File: src/rtl/matmul_input_feeder_if.sv
// -----------------------------------------------------------------------------
// matmul_input_feeder_if
//   Bundles the run handshake, the matrix-RAM read port and the skewed west-edge
//   lanes of the systolic-array input feeder.
//
//   master : feeder side (drives busy/done/ram_addr/lanes, receives start/data)
//   slave  : environment side (controller, RAM model, array)
//
//   Signals
//     start              run request, sampled by the feeder only while idle
//     busy               feeder is running
//     done               one-cycle end-of-run pulse
//     ram_addr           matrix-RAM read address
//     ram_rd_data        matrix-RAM read data (1-cycle latency)
//     matmul_fsm_input   `ROWS lanes, lane r at [r*WORD_SIZE +: WORD_SIZE]
//     matmul_input_valid per-lane valid
//     stall              freeze request (only when FEEDER_STALL_EN is defined)
//
//   `ROWS defaults to 4 when not defined by the build.
// -----------------------------------------------------------------------------
`ifndef ROWS
`define ROWS 4
`endif

interface matmul_input_feeder_if #(
  parameter int WORD_SIZE  = 16,
  parameter int ADDR_WIDTH = 4
);
  logic                          start;
  logic                          busy;
  logic                          done;
  logic [ADDR_WIDTH-1:0]         ram_addr;
  logic [WORD_SIZE-1:0]          ram_rd_data;
  logic [`ROWS*WORD_SIZE-1:0]    matmul_fsm_input;
  logic [`ROWS-1:0]              matmul_input_valid;
`ifdef FEEDER_STALL_EN
  logic                          stall;

  modport master (
    input  start, ram_rd_data, stall,
    output busy, done, ram_addr, matmul_fsm_input, matmul_input_valid
  );
  modport slave (
    output start, ram_rd_data, stall,
    input  busy, done, ram_addr, matmul_fsm_input, matmul_input_valid
  );
`else
  modport master (
    input  start, ram_rd_data,
    output busy, done, ram_addr, matmul_fsm_input, matmul_input_valid
  );
  modport slave (
    output start, ram_rd_data,
    input  busy, done, ram_addr, matmul_fsm_input, matmul_input_valid
  );
`endif
endinterface

File: src/rtl/matmul_input_feeder.sv
// -----------------------------------------------------------------------------
// matmul_input_feeder
//   Reads an input matrix (NUM_VECS vectors of `ROWS words, row-major) from a
//   single-port RAM and drives each vector into the west edge of the
//   weight-stationary systolic array. Each vector is held HOLD_CYCLES clocks on
//   lane 0; lane r is delayed r clocks relative to lane 0. Lanes carry zero
//   data whenever their valid is low.
//
//   Ports
//     clk  : clock
//     rst  : synchronous active-high reset, priority over everything
//     bus  : matmul_input_feeder_if.master (start/busy/done, RAM read port,
//            lane data/valid, optional stall)
//
//   Build option
//     FEEDER_STALL_EN : adds bus.stall; while high, every register in the
//                       feeder holds its value (rst still wins).
//
//   Run timing (no stall): done rises NUM_VECS*(`ROWS+1+HOLD_CYCLES)+`ROWS+1
//   clocks after the edge that accepts start; busy falls one clock later.
// -----------------------------------------------------------------------------
`ifndef ROWS
`define ROWS 4
`endif

module matmul_input_feeder #(
  parameter int WORD_SIZE   = 16,
  parameter int NUM_VECS    = 4,
  parameter int HOLD_CYCLES = 2,
  parameter int ADDR_WIDTH  = $clog2(NUM_VECS*`ROWS)
) (
  input  logic                  clk,
  input  logic                  rst,
  matmul_input_feeder_if.master bus
);

  localparam int ROWS = `ROWS;

  localparam logic [2:0] IDLE  = 3'd0;
  localparam logic [2:0] FETCH = 3'd1;
  localparam logic [2:0] ISSUE = 3'd2;
  localparam logic [2:0] DRAIN = 3'd3;
  localparam logic [2:0] DONE  = 3'd4;

  localparam int VEC_W    = $clog2(NUM_VECS + 1);
  localparam int FCNT_W   = $clog2(ROWS + 1);
  localparam int HOLD_MAX = (HOLD_CYCLES > ROWS) ? HOLD_CYCLES : ROWS;
  localparam int HCNT_W   = $clog2(HOLD_MAX + 1);

  localparam logic [VEC_W-1:0]  VEC_LAST       = VEC_W'(NUM_VECS - 1);
  localparam logic [FCNT_W-1:0] FCNT_LAST      = FCNT_W'(ROWS);
  localparam logic [FCNT_W-1:0] FCNT_ADDR_LAST = FCNT_W'(ROWS - 1);
  localparam logic [HCNT_W-1:0] HOLD_LAST      = HCNT_W'(HOLD_CYCLES - 1);
  localparam logic [HCNT_W-1:0] DRAIN_LAST     = HCNT_W'(ROWS - 1);

  // ---------------------------------------------------------------------------
  // Global advance enable: the stall freezes every register in the block.
  // ---------------------------------------------------------------------------
  logic adv;
`ifdef FEEDER_STALL_EN
  assign adv = ~bus.stall;
`else
  assign adv = 1'b1;
`endif

  // ---------------------------------------------------------------------------
  // Control state
  // ---------------------------------------------------------------------------
  logic [2:0]            state_q, state_d;
  logic [VEC_W-1:0]      vec_q,   vec_d;
  logic [FCNT_W-1:0]     fcnt_q,  fcnt_d;
  logic [HCNT_W-1:0]     hcnt_q,  hcnt_d;
  logic [ADDR_WIDTH-1:0] addr_q,  addr_d;
  logic                  busy_q,  busy_d;
  logic                  done_q,  done_d;
  logic [WORD_SIZE-1:0]  stage_q [ROWS];
  logic [WORD_SIZE-1:0]  stage_d [ROWS];

  // FETCH cycle k presents address vec*ROWS+k; the RAM answers one clock
  // later, so stage[k-1] is captured at the end of fetch cycle k and the
  // extra (ROWS-th) cycle exists only to catch the final word.
  // The address register walks linearly: it is incremented during the fetch
  // of a vector and once more on leaving ISSUE, which lands exactly on the
  // next vector's base without a multiplier.
  always_comb begin
    state_d = state_q;
    vec_d   = vec_q;
    fcnt_d  = fcnt_q;
    hcnt_d  = hcnt_q;
    addr_d  = addr_q;
    busy_d  = busy_q;
    done_d  = 1'b0;
    for (int unsigned k = 0; k < ROWS; k++) begin
      stage_d[k] = stage_q[k];
    end

    case (state_q)
      IDLE: begin
        if (bus.start) begin
          state_d = FETCH;
          busy_d  = 1'b1;
          vec_d   = '0;
          fcnt_d  = '0;
          hcnt_d  = '0;
          addr_d  = '0;
        end
      end

      FETCH: begin
        for (int unsigned k = 0; k < ROWS; k++) begin
          if (fcnt_q == FCNT_W'(k + 1)) begin
            stage_d[k] = bus.ram_rd_data;
          end
        end
        if (fcnt_q < FCNT_ADDR_LAST) begin
          addr_d = addr_q + 1'b1;
        end
        if (fcnt_q == FCNT_LAST) begin
          state_d = ISSUE;
          fcnt_d  = '0;
          hcnt_d  = '0;
        end else begin
          fcnt_d = fcnt_q + 1'b1;
        end
      end

      ISSUE: begin
        if (hcnt_q == HOLD_LAST) begin
          hcnt_d = '0;
          vec_d  = vec_q + 1'b1;
          if (vec_q == VEC_LAST) begin
            state_d = DRAIN;
          end else begin
            state_d = FETCH;
            addr_d  = addr_q + 1'b1;
          end
        end else begin
          hcnt_d = hcnt_q + 1'b1;
        end
      end

      DRAIN: begin
        if (hcnt_q == DRAIN_LAST) begin
          state_d = DONE;
          hcnt_d  = '0;
        end else begin
          hcnt_d = hcnt_q + 1'b1;
        end
      end

      DONE: begin
        // First DONE clock raises the registered done pulse; the second
        // drops busy and returns to IDLE, so start is taken the clock after.
        if (!done_q) begin
          done_d = 1'b1;
        end else begin
          state_d = IDLE;
          busy_d  = 1'b0;
        end
      end

      default: begin
        state_d = IDLE;
        busy_d  = 1'b0;
      end
    endcase
  end

  always_ff @(posedge clk) begin
    if (rst) begin
      state_q <= IDLE;
      vec_q   <= '0;
      fcnt_q  <= '0;
      hcnt_q  <= '0;
      addr_q  <= '0;
      busy_q  <= 1'b0;
      done_q  <= 1'b0;
      for (int unsigned k = 0; k < ROWS; k++) begin
        stage_q[k] <= '0;
      end
    end else if (adv) begin
      state_q <= state_d;
      vec_q   <= vec_d;
      fcnt_q  <= fcnt_d;
      hcnt_q  <= hcnt_d;
      addr_q  <= addr_d;
      busy_q  <= busy_d;
      done_q  <= done_d;
      for (int unsigned k = 0; k < ROWS; k++) begin
        stage_q[k] <= stage_d[k];
      end
    end
  end

  // ---------------------------------------------------------------------------
  // Skew lanes
  //   Each lane is a pipe of r+1 {valid,data} registers: r skew stages plus
  //   the output register. The pipe input is zero-filled outside ISSUE, which
  //   both creates the inter-vector gaps and keeps idle lane data at zero.
  // ---------------------------------------------------------------------------
  logic issuing;
  assign issuing = (state_q == ISSUE);

  for (genvar r = 0; r < ROWS; r++) begin : g_lane
    logic [WORD_SIZE-1:0] lane_data;
    logic [WORD_SIZE:0]   pipe_q [r+1];

    assign lane_data = issuing ? stage_q[r] : '0;

    always_ff @(posedge clk) begin
      if (rst) begin
        for (int unsigned j = 0; j <= r; j++) begin
          pipe_q[j] <= '0;
        end
      end else if (adv) begin
        pipe_q[0] <= {issuing, lane_data};
        for (int unsigned j = 1; j <= r; j++) begin
          pipe_q[j] <= pipe_q[j-1];
        end
      end
    end

    assign bus.matmul_fsm_input[r*WORD_SIZE +: WORD_SIZE] = pipe_q[r][WORD_SIZE-1:0];
    assign bus.matmul_input_valid[r]                     = pipe_q[r][WORD_SIZE];
  end

  // ---------------------------------------------------------------------------
  // Outputs
  // ---------------------------------------------------------------------------
  assign bus.busy     = busy_q;
  assign bus.done     = done_q;
  assign bus.ram_addr = addr_q;

endmodule

File: src/flat_wrapper.sv
// flat-port wrapper written by rule: the top's interface ports become plain ports
module matmul_input_feeder_flat 
#(
  parameter int WORD_SIZE   = 16,
  parameter int NUM_VECS    = 4,
  parameter int HOLD_CYCLES = 2,
  parameter int ADDR_WIDTH  = $clog2(NUM_VECS*`ROWS)
)
  (clk, rst, bus_start, bus_ram_rd_data, bus_busy, bus_done, bus_ram_addr, bus_matmul_fsm_input, bus_matmul_input_valid);
  matmul_input_feeder_if #(.WORD_SIZE(WORD_SIZE), .ADDR_WIDTH(ADDR_WIDTH)) bus_i ();
  input  logic clk;
  input  logic rst;
  input wire logic [$bits(bus_i.start)-1:0] bus_start;
  input wire logic [$bits(bus_i.ram_rd_data)-1:0] bus_ram_rd_data;
  output wire logic [$bits(bus_i.busy)-1:0] bus_busy;
  output wire logic [$bits(bus_i.done)-1:0] bus_done;
  output wire logic [$bits(bus_i.ram_addr)-1:0] bus_ram_addr;
  output wire logic [$bits(bus_i.matmul_fsm_input)-1:0] bus_matmul_fsm_input;
  output wire logic [$bits(bus_i.matmul_input_valid)-1:0] bus_matmul_input_valid;
  assign bus_i.start = bus_start;
  assign bus_i.ram_rd_data = bus_ram_rd_data;
  assign bus_busy = bus_i.busy;
  assign bus_done = bus_i.done;
  assign bus_ram_addr = bus_i.ram_addr;
  assign bus_matmul_fsm_input = bus_i.matmul_fsm_input;
  assign bus_matmul_input_valid = bus_i.matmul_input_valid;
  matmul_input_feeder #(.WORD_SIZE(WORD_SIZE), .NUM_VECS(NUM_VECS), .HOLD_CYCLES(HOLD_CYCLES), .ADDR_WIDTH(ADDR_WIDTH)) u_core (.clk(clk), .rst(rst), .bus(bus_i));
endmodule
File: config.mk
export PLATFORM = sky130hd
export DESIGN_NAME = matmul_input_feeder_flat
export DESIGN_NICKNAME = d
export VERILOG_FILES = /design/src/rtl/matmul_input_feeder_if.sv /design/src/rtl/matmul_input_feeder.sv /design/src/flat_wrapper.sv
export SDC_FILE = /design/constraint.sdc
export NUM_CORES = 1
export LEC_CHECK = 0
export ABC_AREA = 1
export CAP_MARGIN = 20
export CORE_UTILIZATION = 59
export CTS_CLUSTER_DIAMETER = 30
export DETAILED_ROUTE_END_ITERATION = 8
export PLACE_DENSITY = 0.9
export SLEW_MARGIN = 5
export SYNTH_ARGS = -nofsm -noshare
export SYNTH_HDL_FRONTEND = slang
export SYNTH_SLANG_ARGS = --single-unit
File: constraint.sdc
create_clock -name clk -period 2.1 [get_ports clk]
set_input_delay 0.42 -clock clk [delete_from_list [all_inputs] [get_ports clk]]
set_output_delay 0.42 -clock clk [all_outputs]
set_load 0.01 [all_outputs]
==> impl_metrics.csv, run 1 <==
group,metric,value,unit
outcome,status,"finished clean",
pwr,power.leakage,3.73,nW
layout,antenna_cells,0,
grt,antenna_found_initial,0,
route,via_per_inst,4.66,
min_path,hold_start,"rst",
floorplanning,core,13400,sq um
clock_tree,cts_max_path_buffers,3,
synthesis,synthTopCellsByArea,"dfxtp_1, nor2_1, inv_1, buf_4, a21oi_1",
layout,fin_nets,996,
clock_tree,cts_setup_buffers,0,
min_path,worstHoldPathType,"in -> reg",
clock_tree,cts.repair.resized,0,
sta,hold_violations,0,
route,ant_nets,0,
setup_path,regToRegEndpoint,"u_core.stage_q[0][0]",
synthesis,syn-num-nets,951,
sta,setup_viol,0,
sta,max_freq,540,MHz
route,met1_length,6.27,mm
setup_path,cp-end-kind,"output port",
route,wirelength,14.3,mm
layout,finish.utilization,74.1,%
run,max-cap-violations,0,
clock_tree,cts_tree,"done",
synthesis,ys_seq_area_share,60.0,%
sta,relSlewSlack,49.3,%
route,top_layer,"met4",
layout,final_cells,1164,
floorplanning,die_y,120,microns
clock_tree,ctsHoldBuffers,0,
route,drc,0,
pwr,vdd_drop_max,738,uV
setup_path,r2r_start,"u_core.state_q[0]",
sta,clock_skew,0.0158,ns
min_path,hold_end,"u_core.g_lane[3].pipe_q[0][16]",
synthesis,ys_warn_count,0,
clock_tree,clk_pin_slew,0.05,ns
setup_path,critPathKind,"reg -> out",
clock_tree,htreeDepth,2,
clock_tree,clkLatencyLatePin,0.49,ns
setup_path,timing.reg2reg.setup_slack,0.43,ns
synthesis,synth_seq_cells,246,
setup_path,crit_path_max_fanout,4,
route,firstDrtPassIters,5,
floorplanning,die_w,120,microns
setup_path,cp_slowest_stage_delay,0.56,ns
synthesis,avgSynthCellArea,8.91,sq um
grt,grt_pass1_vias,5115,
grt,grt_pass1_wl,23.5,mm
layout,drive_gt1_share,8.70,%
floorplanning,initial_core_util,61.2,%
floorplanning,die-area,14400,sq um
grt,grt_max_degree,84,
grt,track_usage,20.5,%
floorplanning,io_pins,93,
synthesis,ys_top_cells_by_count,"dfxtp_1, nor2_1, inv_1",
route,via_count,5424,
synthesis,synth-async-reset-ratio,0,%
pwr,powerDensity,1130,nW/um^2
synthesis,synth_area,8210,sq um
clock_tree,clock-sinks,246,
setup_path,worst-path-buf-inv,1,
sta,drv_slew,0,
layout,nFillCells,913,
setup_path,worst-r2r-cell-count,5,
place,port_buffers,92,
setup_path,crit_path_start_kind,"flop",
grt,grt_remaining_overflow,0,
synthesis,synth.top_cell.area_share,60.0,%
setup_path,crit_chain,"clkdlybuf4s50_1",
sta,layout_setup_ws,0.248,ns
route,drt_iter0_drc,320,
setup_path,required,1.68,ns
synthesis,yosysMostFrequentCell,"dfxtp_1",
route,wire_per_inst,12.3,microns
route,dr_wl_met2,6.84,mm
synthesis,ys_types,26,
floorplanning,std_cell_rows,42,
synthesis,yosys.area.top_type,"dfxtp_1",
place,dp_hpwl,8.36,mm
synthesis,netlist_instances,921,
sta,grt_setup_unrepaired,"no",
place,pre_cts_ws,0.432,ns
min_path,hold_path_depth,2,
clock_tree,root_buffer,"clkbuf_16",
setup_path,critPathTopFamily,"buffers and inverters",
place,finalWeightedCongestion,0.834,
setup_path,cp_slowest_cell,"clkdlybuf4s50_1",
place,placed_cells,1104,
sta,tightest_slew,0.760,ns
sta,period_share,88.2,%
synthesis,synth_enable_flop_cells,0,
layout,layout-area-overhead-vs-synth,20.9,%
synthesis,ys.flop_type,"dfxtp_1",
sta,setup-tns-final,0,ns
route,wl_met3,873,microns
setup_path,cp.arrival,1.43,ns
sta,final.min_clock_period,1.85,ns
clock_tree,cts_buffers,36,
## final cells by class
| cell class | instances | area (sq um) | area share, % |
|---|---|---|---|
| multi-input combinational | 404 | 1960 | 19.8 |
| sequential | 246 | 4920 | 49.6 |
| clock buffer | 42 | 985 | 9.92 |
| tap | 176 | 220 | 2.22 |
| inverter | 181 | 682 | 6.87 |
| timing repair buffer | 97 | 981 | 9.89 |
| clock inverter | 18 | 166 | 1.68 |
## where the power goes
group / switching, W / internal, W
registers: 0.0000921 / 0.00478
logic: 0.000501 / 0.000281
clock network: 0.00206 / 0.00351
## flip-flops by register name, summed over array words and instances, names as in the netlist
signal and cells:
u_core.g_lane.pipe_q 164, u_core.bus.ram_addr 4, u_core.vec_q 3, u_core.state_q 3, u_core.bus.done 1, u_core.fcnt_q 3
u_core.bus.busy 1, u_core.stage_q 64, u_core.hcnt_q 3
## cells by family after synthesis
| group | after synthesis | share of synthesized area (%) |
|---|---|---|
| buffers and inverters | 271 | 16.0 |
| adder cells (fa/ha/maj) | 11 | 1.68 |
| XOR/XNOR | 2 | 0.214 |
| AO/OA/AOI/OAI | 149 | 9.18 |
| AND/OR/NAND/NOR | 242 | 12.9 |
| flip-flops | 246 | 60.0 |
## placed cells by master, fill, tap and decap left out, drive strengths merged
cell type,n
a21oi,76
buf,6
bufinv,1
clkbuf,42
clkdlybuf4s50,91
clkinv,9
clkinvlp,2
dfxtp,246
ha,11
inv,187
nand2,38
nand3,17
nor2,186
o21ai,73
or2,1
xnor2,1
xor2,1
## metal layers
metal / track usage (%) / vias to the layer above
li1: - / 2796
met1: 25.6 / 2417
met2: 34.0 / 178
met3: 5.13 / 33
met4: 7.97 / 0
met5: 0 / -
## stage by stage
step	hold slack [ns]	power (W)	cell area (sq um)
floorplan	0.388	0.00552	8210
global placement	0.391	0.00571	8770
detailed placement	0.392	0.00573	8770
CTS	0.122	0.0113	9920
global route	0.125	0.0116	9920
finish	0.138	0.0112	9920
## how the worst max path moves through the flow
| stage | startpoint | to | slack (ns) | depth (start not counted) |
|---|---|---|---|---|
| 2_1_floorplan | u_core.hcnt_q[0] | u_core.hcnt_q[1] | 0.82 | 8 |
| 3_3_place_gp | bus_start | u_core.bus.ram_addr[3] | 0.47 | 8 |
| 3_5_place_dp | bus_start | u_core.vec_q[2] | 0.43 | 6 |
| 4_1_cts | u_core.bus.ram_addr[2] | bus_ram_addr[2] | 0.22 | 1 |
| 5_1_grt | u_core.bus.ram_addr[0] | bus_ram_addr[0] | 0.19 | 1 |
| 6_report | u_core.bus.ram_addr[2] | bus_ram_addr[2] | 0.25 | 1 |
Power figures use the tool's default switching activity.
==> inputs of run 2 (changes only) <==
--- a/config.mk
+++ b/config.mk
@@ -6,10 +6,12 @@
 export NUM_CORES = 1
 export LEC_CHECK = 0
 export ABC_AREA = 1
+export ABC_CLOCK_PERIOD_IN_PS = 2100
 export CAP_MARGIN = 20
 export CORE_UTILIZATION = 59
 export CTS_CLUSTER_DIAMETER = 30
 export DETAILED_ROUTE_END_ITERATION = 8
+export GPL_ROUTABILITY_DRIVEN = 0
 export PLACE_DENSITY = 0.9
 export SLEW_MARGIN = 5
 export SYNTH_ARGS = -nofsm -noshare
==> results of run 2 <==
Final layout, timing and power as in run 1 (identical DEF).
==> inputs of run 3 (changes only) <==
--- a/config.mk
+++ b/config.mk
@@ -8,6 +8,7 @@
 export ABC_AREA = 1
 export ABC_CLOCK_PERIOD_IN_PS = 2100
 export CAP_MARGIN = 20
+export CORE_ASPECT_RATIO = 2
 export CORE_UTILIZATION = 59
 export CTS_CLUSTER_DIAMETER = 30
 export DETAILED_ROUTE_END_ITERATION = 8
==> run 3 against run 2 <==
Against the previous run: count of clock-buffer cells in the layout is 17 lower; combinational power rose by 2%; die area rose by 0.20%; clock power fell by 23%; largest power group is now registers; register-to-register slack lost 0.10 ns; sequential share of layout area increased by 2.0 points.
==> impl_metrics.csv, run 3 (synthesis gave the netlist of run 1 again) <==
group,metric,value,unit
grt,grt_pass1_vias,5151,
layout,layout-area-overhead-vs-synth,16.3,%
route,ant_nets,0,
route,via_per_inst,4.85,
pwr,vdd_drop_max,1000,uV
clock_tree,cts_tree,"done",
grt,track_usage,21.8,%
clock_tree,clkLatencyLatePin,0.51,ns
run,max-cap-violations,0,
pwr,p_sw_share,25.1,%
clock_tree,cts_buffers,24,
sta,setup_viol,0,
min_path,hold_start,"rst",
route,via_count,5461,
layout,layout_commonest_cell,"dfxtp_1",
place,port_buffers,92,
pwr,seq_power_share,49.0,%
sta,grt_setup_unrepaired,"no",
route,firstDrtPassIters,5,
grt,grt_pass1_wl,24.8,mm
layout,regMostFlops,"u_core.g_lane.pipe_q",
route,wire_per_inst,13.5,microns
setup_path,cp_slowest_cell,"clkdlybuf4s50_1",
pwr,p_total,0.00993,W
sta,drv_slew,0,
sta,final.min_clock_period,1.89,ns
floorplanning,die_y,169,microns
pwr,pwr-share-comb,8.0,%
sta,tightest_slew,0.721,ns
floorplanning,std_cell_rows,60,
pwr,powerDensity,1040,nW/um^2
floorplanning,die-area,14400,sq um
pwr,power.leakage,3.55,nW
floorplanning,initial_core_util,60.7,%
clock_tree,cts_max_path_buffers,3,
setup_path,crit_chain,"clkdlybuf4s50_1",
setup_path,timing.reg2reg.setup_slack,0.33,ns
place,place_area,8730,sq um
sta,setup-tns-final,0,ns
place,dp_hpwl,9.32,mm
sta,relSlewSlack,51.9,%
clock_tree,htreeDepth,1,
route,drt_iter0_drc,342,
grt,grt_remaining_overflow,0,
clock_tree,cts.repair.resized,0,
setup_path,cp_slowest_stage_delay,0.57,ns
setup_path,cp.arrival,1.47,ns
clock_tree,cts_setup_buffers,0,
setup_path,critPathKind,"reg -> out",
setup_path,worst-r2r-cell-count,6,
sta,hold_violations,0,
route,wirelength,15.2,mm
setup_path,r2r_start,"u_core.state_q[2]",
outcome,status,"finished clean",
pwr,p_int,0.00743,W
setup_path,cp-end-kind,"output port",
pwr,pwr-share-clk,43.0,%
grt,antenna_found_initial,0,
sta,clock_skew,0.0143,ns
min_path,hold_end,"u_core.g_lane[3].pipe_q[0][49]",
floorplanning,io_pins,93,
floorplanning,die_w,85.4,microns
clock_tree,clk_pin_slew,0.06,ns
grt,grt_max_degree,78,
layout,drive_gt1_share,7.30,%
layout,antenna_cells,0,
layout,final_area,9540,sq um
floorplanning,core,13500,sq um
pwr,switchingPower,0.00250,W
clock_tree,root_buffer,"clkbuf_16",
clock_tree,clock-sinks,246,
sta,hold_ws,0.229,ns
sta,max_freq,528,MHz
setup_path,regToRegEndpoint,"u_core.g_lane[2].pipe_q[0][11]",
layout,largest_reg_flops,164,
layout,finish.utilization,70.6,%
sta,period_share,90.2,%
setup_path,required,1.68,ns
min_path,worstHoldPathType,"in -> reg",
min_path,hold_path_depth,2,
setup_path,crit_path_start_kind,"flop",
setup_path,worst-path-buf-inv,1,
layout,fin_nets,984,
setup_path,critPathTopFamily,"buffers and inverters",
layout,mostFrequentLayoutCells,"dfxtp_1, nor2_1, inv_1, clkdlybuf4s50_1, a21oi_1",
clock_tree,ctsHoldBuffers,0,
setup_path,crit_path_max_fanout,5,
route,drc,0,
## run 3: cell count changes in the layout (fill, tap and decap cells not counted)
cell and change:
clkinv_4 -1, buf_4 +1, inv_6 +1, clkbuf_8 -4
clkbuf_1 -1, clkbuf_16 -12, buf_12 -1, clkinv_2 -1
inv_8 +2
## run 3: area by class of cell
cell class	instances	area [sq um]
Sequential cell	246	4920
Fill cell	915	3970
Multi-Input combinational cell	404	1960
Timing Repair Buffer	97	968
Inverter	181	682
Clock buffer	25	626
Tap cell	155	194
Clock inverter	19	184
## run 3: power groups by stage
stage	logic, W	registers, W	clock network (W)
3_5_place_dp	0.000775	0.00497	0
6_report	0.000798	0.00487	0.00427
5_1_grt	0.000881	0.00488	0.00452
3_3_place_gp	0.000752	0.00496	0
4_1_cts	0.000793	0.00486	0.00432
2_1_floorplan	0.000573	0.00494	0
## run 3: worst max path at each step
stage,start,endpoint,slack (ns),depth (start not counted)
2_1_floorplan,u_core.hcnt_q[0],u_core.hcnt_q[1],0.82,8
3_3_place_gp,bus_start,u_core.bus.ram_addr[0],0.47,8
3_5_place_dp,u_core.state_q[2],u_core.g_lane[2].pipe_q[0][12],0.40,6
4_1_cts,u_core.bus.ram_addr[0],bus_ram_addr[0],0.19,1
5_1_grt,u_core.bus.ram_addr[0],bus_ram_addr[0],0.17,1
6_report,u_core.bus.ram_addr[0],bus_ram_addr[0],0.21,1
## run 3: per-layer routing
metal  vias to the layer above  track usage (%)  wire (microns)
met2                       171             40.6            8250
met3                        34             2.78             657
met1                      2490             24.5            5830
li1                       2766                -               -
met4                         0             9.57             475
met5                         -                0               0
## run 3: stage by stage
stage               setup slack, ns  std cells
floorplan                     0.820        921
global placement              0.469       1083
detailed placement            0.400       1083
CTS                           0.194       1127
global route                  0.166       1127
finish                        0.205       1127
